[config.mk]
export PLATFORM = sky130hd
export DESIGN_NAME = accum_col_ctrl
export DESIGN_NICKNAME = d
export VERILOG_FILES = /design/src/rtl/accum_col_ctrl_pkg.sv /design/src/rtl/accum_skew_line.sv /design/src/rtl/accum_col_ctrl.sv
export SDC_FILE = /design/constraint.sdc
export NUM_CORES = 1
export LEC_CHECK = 0
export BUFFER_PORTS_ARGS = -buffer_cell sky130_fd_sc_hd__buf_4
export CORE_AREA = 5 5 161 163
export CTS_BUF_LIST = sky130_fd_sc_hd__clkbuf_4 sky130_fd_sc_hd__clkbuf_8 sky130_fd_sc_hd__clkbuf_16
export DETAILED_ROUTE_END_ITERATION = 7
export DIE_AREA = 0 0 166 168
export HOLD_SLACK_MARGIN = 0.15
export PLACE_DENSITY_LB_ADDON = 0.25
export SLEW_MARGIN = 20
export SYNTH_ARGS = -nofsm -noshare
export SYNTH_HDL_FRONTEND = slang
export SYNTH_SLANG_ARGS = --single-unit
[constraint.sdc]
create_clock -name clock -period 2.1 [get_ports clock]
set_clock_uncertainty 0.05 [all_clocks]
set_input_delay 0.21 -clock clock [delete_from_list [all_inputs] [get_ports clock]]
set_output_delay 0.21 -clock clock [all_outputs]
set_load 0.03 [all_outputs]
[src/rtl/accum_col_ctrl_pkg.sv]
// Shared definitions for the accumulator column controller: FSM encoding
// and the width/length derivations used by the top level.
package accum_col_ctrl_pkg;

    typedef enum logic [2:0] {
        ST_IDLE  = 3'd0,
        ST_ACCUM = 3'd1,
        ST_FLUSH = 3'd2,
        ST_DRAIN = 3'd3,
        ST_DONE  = 3'd4
    } state_t;

    localparam int DEF_DATA_WIDTH   = 8;
    localparam int DEF_MAX_OUT_ROWS = 128;
    localparam int DEF_MAX_OUT_COLS = 128;
    localparam int DEF_SYS_ARR_COLS = 16;
    localparam int DEF_PASS_W       = 8;

    // Accumulator rows needed to hold the widest tile split over the array columns.
    function automatic int calc_addr_w(input int rows, input int cols, input int arr_cols);
        return $clog2(rows * (cols / arr_cols));
    endfunction

    // Row counters must be able to hold the value MAX_OUT_ROWS itself.
    function automatic int calc_row_w(input int rows);
        return $clog2(rows) + 1;
    endfunction

    // Last skewed write lands arr_cols-1 cycles after column 0; one more for the RMW.
    function automatic int calc_flush_len(input int arr_cols);
        return arr_cols + 1;
    endfunction

endpackage

[src/rtl/accum_skew_line.sv]
// Shift register that delays the column-0 write triple by 0..DEPTH-1 extra
// cycles; tap c feeds accumulator column c. Clear flushes every stage.
module accum_skew_line #(
    parameter int DEPTH = 16,
    parameter int WIDTH = 12
) (
    input  logic                   clock,
    input  logic                   clear,
    input  logic [WIDTH-1:0]       din,
    output logic [DEPTH*WIDTH-1:0] taps
);

    logic [DEPTH-1:0][WIDTH-1:0] stage_r;

    // Shift the write triple one column further each cycle; clear drops everything in flight.
    always_ff @(posedge clock) begin
        if (clear) begin
            stage_r <= {(DEPTH*WIDTH){1'b0}};
        end else begin
            stage_r[0] <= din;
            for (int i = 1; i < DEPTH; i++) begin
                stage_r[i] <= stage_r[i-1];
            end
        end
    end

    assign taps = stage_r;

endmodule

[src/rtl/accum_col_ctrl.sv]
// Accumulator column sequencer: skewed per-column writes over num_passes
// K-passes (overwrite on pass 0, accumulate afterwards), then a row-by-row
// drain through a one-entry valid/ready output pipe.
module accum_col_ctrl
    import accum_col_ctrl_pkg::*;
#(
    parameter int DATA_WIDTH   = DEF_DATA_WIDTH,
    parameter int MAX_OUT_ROWS = DEF_MAX_OUT_ROWS,
    parameter int MAX_OUT_COLS = DEF_MAX_OUT_COLS,
    parameter int SYS_ARR_COLS = DEF_SYS_ARR_COLS,
    parameter int PASS_W       = DEF_PASS_W,
    parameter int ADDR_W       = calc_addr_w(MAX_OUT_ROWS, MAX_OUT_COLS, SYS_ARR_COLS),
    parameter int ROW_W        = calc_row_w(MAX_OUT_ROWS)
) (
    input  logic                           clock,
    input  logic                           reset,
    input  logic                           start,
    input  logic [ROW_W-1:0]               num_rows,
    input  logic [PASS_W-1:0]              num_passes,
    input  logic [ADDR_W-1:0]              tile_base,
    output logic                           busy,
    output logic                           done,
    input  logic                           in_valid,
    output logic                           in_ready,
    output logic [SYS_ARR_COLS-1:0]        wr_en,
    output logic [SYS_ARR_COLS*ADDR_W-1:0] wr_addr,
    output logic [SYS_ARR_COLS-1:0]        acc_mode,
    output logic                           rd_en,
    output logic [ADDR_W-1:0]              rd_addr,
    output logic                           out_valid,
    input  logic                           out_ready,
    output logic [ROW_W-1:0]               out_row
);

    localparam int FLUSH_LEN = calc_flush_len(SYS_ARR_COLS);
    localparam int FL_W      = $clog2(FLUSH_LEN + 1);
    localparam int SKEW_W    = ADDR_W + 2;

    // Data entries pass straight through the columns; only a sane width is required here.
    if (DATA_WIDTH < 1) begin : g_bad_data_width
        $error("accum_col_ctrl: DATA_WIDTH must be positive");
    end

    state_t                         state_r, state_next;
    logic [ROW_W-1:0]               num_rows_r, row_r, drow_r, out_row_r;
    logic [PASS_W-1:0]              num_passes_r, pass_r;
    logic [ADDR_W-1:0]              tile_base_r, rd_addr_r;
    logic [FL_W-1:0]                flush_cnt_r;
    logic                           busy_r, done_r, in_ready_r, out_valid_r;
    logic                           busy_next, done_next, in_ready_next;
    logic                           beat_s, last_row_s, last_pass_s, zero_job_s;
    logic                           rows_left_s, issue_s, final_hs_s;
    logic [SKEW_W-1:0]              skew_in_s;
    logic [SYS_ARR_COLS*SKEW_W-1:0] taps_s;

    assign beat_s      = (state_r == ST_ACCUM) & in_valid & in_ready_r;
    assign last_row_s  = (row_r == (num_rows_r - ROW_W'(1)));
    assign last_pass_s = (pass_r == (num_passes_r - PASS_W'(1)));
    assign zero_job_s  = (num_rows == {ROW_W{1'b0}}) | (num_passes == {PASS_W{1'b0}});
    assign rows_left_s = (drow_r != num_rows_r);
    // A new read may replace the held row only once it has been taken (or none is held).
    assign issue_s     = (state_r == ST_DRAIN) & rows_left_s & (~out_valid_r | out_ready);
    assign final_hs_s  = (state_r == ST_DRAIN) & ~rows_left_s & out_valid_r & out_ready;

    // Idle slots shift zeros so unused columns show no stray address or mode.
    assign skew_in_s = {beat_s,
                        beat_s & (pass_r != {PASS_W{1'b0}}),
                        beat_s ? (tile_base_r + ADDR_W'(row_r)) : {ADDR_W{1'b0}}};

    accum_skew_line #(
        .DEPTH (SYS_ARR_COLS),
        .WIDTH (SKEW_W)
    ) u_skew (
        .clock (clock),
        .clear (reset),
        .din   (skew_in_s),
        .taps  (taps_s)
    );

    for (genvar c = 0; c < SYS_ARR_COLS; c++) begin : g_col
        assign wr_en[c]                    = taps_s[c*SKEW_W + ADDR_W + 1];
        assign acc_mode[c]                 = taps_s[c*SKEW_W + ADDR_W];
        assign wr_addr[c*ADDR_W +: ADDR_W] = taps_s[c*SKEW_W +: ADDR_W];
    end

    // Next-state and registered-flag decode; the pass-boundary bubble drops in_ready for one cycle.
    always_comb begin
        state_next = state_r;
        case (state_r)
            ST_IDLE: begin
                if (start) begin
                    if (zero_job_s) begin
                        state_next = ST_DONE;
                    end else begin
                        state_next = ST_ACCUM;
                    end
                end else begin
                    state_next = ST_IDLE;
                end
            end
            ST_ACCUM: begin
                if (beat_s & last_row_s & last_pass_s) begin
                    state_next = ST_FLUSH;
                end else begin
                    state_next = ST_ACCUM;
                end
            end
            ST_FLUSH: begin
                if (flush_cnt_r == FL_W'(FLUSH_LEN - 1)) begin
                    state_next = ST_DRAIN;
                end else begin
                    state_next = ST_FLUSH;
                end
            end
            ST_DRAIN: begin
                if (final_hs_s) begin
                    state_next = ST_DONE;
                end else begin
                    state_next = ST_DRAIN;
                end
            end
            ST_DONE: begin
                state_next = ST_IDLE;
            end
            default: begin
                state_next = ST_IDLE;
            end
        endcase
        busy_next     = (state_next == ST_ACCUM) | (state_next == ST_FLUSH) | (state_next == ST_DRAIN);
        done_next     = (state_next == ST_DONE);
        in_ready_next = (state_next == ST_ACCUM) & ~(beat_s & last_row_s);
    end

    // State register and registered control outputs.
    always_ff @(posedge clock) begin
        if (reset) begin
            state_r     <= ST_IDLE;
            busy_r      <= 1'b0;
            done_r      <= 1'b0;
            in_ready_r  <= 1'b0;
            out_valid_r <= 1'b0;
        end else begin
            state_r    <= state_next;
            busy_r     <= busy_next;
            done_r     <= done_next;
            in_ready_r <= in_ready_next;
            if (issue_s) begin
                out_valid_r <= 1'b1;
            end else if (out_ready) begin
                out_valid_r <= 1'b0;
            end else begin
                out_valid_r <= out_valid_r;
            end
        end
    end

    // Job latch plus row/pass, flush and drain counters.
    always_ff @(posedge clock) begin
        if (reset) begin
            num_rows_r   <= {ROW_W{1'b0}};
            num_passes_r <= {PASS_W{1'b0}};
            tile_base_r  <= {ADDR_W{1'b0}};
            row_r        <= {ROW_W{1'b0}};
            pass_r       <= {PASS_W{1'b0}};
            drow_r       <= {ROW_W{1'b0}};
            out_row_r    <= {ROW_W{1'b0}};
            rd_addr_r    <= {ADDR_W{1'b0}};
            flush_cnt_r  <= {FL_W{1'b0}};
        end else begin
            case (state_r)
                ST_IDLE: begin
                    if (start) begin
                        num_rows_r   <= num_rows;
                        num_passes_r <= num_passes;
                        tile_base_r  <= tile_base;
                        row_r        <= {ROW_W{1'b0}};
                        pass_r       <= {PASS_W{1'b0}};
                        drow_r       <= {ROW_W{1'b0}};
                    end
                end
                ST_ACCUM: begin
                    flush_cnt_r <= {FL_W{1'b0}};
                    if (beat_s) begin
                        if (last_row_s) begin
                            row_r  <= {ROW_W{1'b0}};
                            pass_r <= pass_r + PASS_W'(1);
                        end else begin
                            row_r <= row_r + ROW_W'(1);
                        end
                    end
                end
                ST_FLUSH: begin
                    flush_cnt_r <= flush_cnt_r + FL_W'(1);
                    rd_addr_r   <= tile_base_r;
                    drow_r      <= {ROW_W{1'b0}};
                end
                ST_DRAIN: begin
                    if (issue_s) begin
                        drow_r    <= drow_r + ROW_W'(1);
                        rd_addr_r <= rd_addr_r + ADDR_W'(1);
                        out_row_r <= drow_r;
                    end
                end
                default: begin
                    flush_cnt_r <= {FL_W{1'b0}};
                end
            endcase
        end
    end

    assign busy      = busy_r;
    assign done      = done_r;
    assign in_ready  = in_ready_r;
    assign rd_en     = issue_s;
    assign rd_addr   = rd_addr_r;
    assign out_valid = out_valid_r;
    assign out_row   = out_row_r;

endmodule

==> flow_summary.json <==
{
  "cts_buffers": 28,
  "reg2reg_depth": 11,
  "vdd_drop_max_v": 0.0005507,
  "synth_fa_ha_area_share_pct": 2.423,
  "antenna_found_initial": 0,
  "p_leak_nw": 5.784,
  "cp-start-kind": "register",
  "hold_path.startpoint": "start",
  "antenna_cells": 0,
  "synth_top_family_by_area": "simple AND/OR/NAND/NOR gates",
  "ys_ff_latch": 272,
  "clock_latency_ns": 0.53,
  "synth_top_area_share_pct": 56.70,
  "clock_path_buffers": 3,
  "synth_cell_types": 59,
  "synth_fp_nets": 1016,
  "critPathArrivalTime_ns": 2.45,
  "timing.final.ws_setup_ns": 0.0001565,
  "hold_viol": 0,
  "synthMuxAreaShare_pct": 0.6384,
  "fmax_ghz": 0.4762,
  "min_path_type": "in -> reg",
  "synthesis.instances": 967,
  "reg2reg_from": "num_rows_r[1]",
  "core-area_mm2": 0.02418,
  "fp.dieH_um": 168,
  "synthMostInstantiatedCell": "dfxtp_1",
  "synth_simple_gate_area_share_pct": 24.69,
  "yosysWarnings": 0,
  "dieArea_mm2": 0.02789,
  "grt_start_max_net_pins": 160,
  "viasPerCell": 4.679,
  "worstPathRequired_ns": 2.45,
  "start_util_pct": 39.72,
  "ant_nets": 0,
  "boundaryPins": 246,
  "maxCapViolCount": 0,
  "wl_per_cell_um": 15.80,
  "syn_area_mm2": 0.009604,
  "cp_max_fo": 7,
  "synth-xor-area-share_pct": 4.911,
  "met3_length_um": 1343,
  "slew_violations": 0,
  "dieWidth_um": 166,
  "regToRegEndpoint": "pass_r[2]",
  "grt_pass1_vias": 7276,
  "drtPass1Iterations": 5,
  "drc_errors": 0,
  "dr_wl_met2_um": 12760,
  "area_growth_pct": 42.09,
  "synth_compound_area_share_pct": 7.830,
  "post-dp-hpwl_um": 17820,
  "wirelength_um": 25660,
  "total_power_mw": 11.10,
  "end_kind": "register",
  "async_reset_ff_share_pct": 0,
  "ys.flop_type": "dfxtp_1",
  "final_nets": 1328,
  "crit_top_cell": "xnor2_1",
  "pre_cts_slack_ns": -0.1070,
  "critPathKind": "reg -> reg",
  "m1WireLength_um": 11000,
  "status": "complete, no violations",
  "cpPeakStageDelay_ns": 0.32,
  "track_usage_pct": 17.42,
  "vias": 7599,
  "numPortBuffers": 245,
  "cts_sinks": 272,
  "synth_edf_count": 0,
  "placed_cells": 1531,
  "fin_util_pct": 56.45,
  "tightest_slew_ns": 0.7244,
  "clkTransAtPathRegs_ns": 0.06,
  "fin_crit_ns": 2.100,
  "top_layer": "met4",
  "gp_congestion": 0.8352,
  "path_buf_inv": 3,
  "dpl_cell_area_mm2": 0.01204,
  "setup_viol": 0,
  "drt_iter0_markers": 481,
  "grt_pass1_wl_um": 39920,
  "ys_seq_area_share_pct": 56.70,
  "cts_tree": "done",
  "synth_area_leader_cell": "dfxtp_1",
  "r2r_setup_slack_ns": 0.0002,
  "grt_overflow": 0,
  "slew_headroom_pct": 51.55,
  "rsz0062_at_grt": "true",
  "clockRootBuffer": "clkbuf_16",
  "synth_commonest_cells": "dfxtp_1 (272), nor2b_1 (187), nand2_1 (100)",
  "power_density_mw_per_mm2": 813.7,
  "synth.area.top_cells": "dfxtp_1 (57%), nor2b_1 (12%), nand2_1 (3.9%)",
  "critical-path-top-delay-family": "simple AND/OR/NAND/NOR gates",
  "cp_cell_sequence": "inv_2 > ha_4 > nor3b_4 > xnor2_1 > nor3_2 > nand4_4 > buf_4 > buf_6 > a211oi_2 > xnor2_1 > nor3_1",
  "period_share_pct": 99.99,
  "cp_slowest_cell": "dfxtp_2",
  "layout-drive-gt1-share_pct": 31.77,
  "avgSynthCellArea_um2": 9.932,
  "final_cell_area_mm2": 0.01365,
  "stdcell_count": 1624,
  "htreeDepth": 1,
  "row_count": 57,
  "hold_depth": 4,
  "whs_endpoint": "drow_r[7]"
}
[cells in the final DEF (no fill, tap or decap), types with 5 or more instances in the layout]
cell type,n
nand2b_1,6
nor3_1,21
buf_4,289
clkbuf_4,10
nor2b_1,186
a22o_1,5
dfxtp_1,261
a21oi_1,48
mux2i_1,5
inv_1,14
a22oi_1,9
nor3_2,6
buf_6,9
xnor2_1,37
nor4_1,6
nor2_1,42
nand4_1,13
dlygate4sd3_1,30
o21ai_0,18
nand3_1,13
xor2_1,11
dfxtp_2,9
and3_1,8
nand2_1,99
clkbuf_16,29
ha_1,16
[area by class of cell]
class,instances,area (µm²)
well taps,324,405.4
clock buffers,42,842.1
multi-input cells,626,4074
flip-flops and latches,272,5464
clock inverters,9,127.6
fillers,2149,10530
repair buffers,333,2666
inverters,18,67.56
[worst register-to-register path, stage by stage (launching register included)]
cell,delay [ns]
dfxtp_2,0.32
inv_2,0.06
ha_4,0.15
nor3b_4,0.18
xnor2_1,0.10
nor3_2,0.20
nand4_4,0.22
buf_4,0.20
buf_6,0.11
a211oi_2,0.19
xnor2_1,0.14
nor3_1,0.06
[kinds of logic (layout without fill, tap and decap cells)]
logic type,after synthesis,count (layout)
DFF,272,272
muxes,6,6
AOI/OAI and AO/OA,115,115
buffers and inverters,69,402
adders and majority gates,18,18
xor gates and xnor gates,53,53
and+or+nand+nor,434,434
[worst max path at each step]
stage / cells past startpoint / endpoint / start
global placement: 11 / row_r[6] / num_rows_r[0]
global route: 10 / pass_r[1] / num_rows_r[1]
finish: 11 / pass_r[2] / num_rows_r[1]
detailed placement: 10 / pass_r[1] / num_rows_r[0]
floorplan: 9 / pass_r[1] / num_rows_r[1]
CTS: 10 / pass_r[1] / num_rows_r[1]
[what timing repair did]
| item | CTS | global route |
|---|---|---|
| gates cloned | 0 | 0 |
| hold buffers | 31 | 0 |
| endpoints found under the hold margin | 46 | 0 |
| endpoints found under the setup margin | 19 | 35 |
| gates resized for setup | 17 | 44 |
| buffers inserted | 3 | 8 |
| pin swaps | 10 | 18 |
[registers in the layout (all words and copies together), names as in the netlist]
signal and cells:
rd_addr 10, pass_r 8, busy 1, drow_r 8, num_passes_r 8, state_r 3
u_skew.taps 192, flush_cnt_r 5, num_rows_r 8, tile_base_r 10, out_valid 1, in_ready 1
row_r 8, done 1, out_row 8
[routing by layer]
layer,vias up,track usage (%)
met5,-,0
met4,0,4.663
met3,36,3.728
met2,211,30.66
met1,3535,21.73
li1,3817,-
[through the flow]
step	TNS [ns]	hold slack, ns
after floorplan	0	0.2885
after global placement	-0.2577	0.3930
after detailed placement	-0.6039	0.3971
after CTS	-0.3121	0.1515
after global routing	-1.287	0.1819
final	0	0.1825
[report_power, final]
group | leakage [nW] | internal [mW] | total, mW | switching (mW)
logic | 3.09 | 0.335 | 0.734 | 0.399
registers | 2.20 | 5.21 | 5.26 | 0.0513
clock network | 0.492 | 3.14 | 5.11 | 1.97
(Power assumes the default switching activity.)
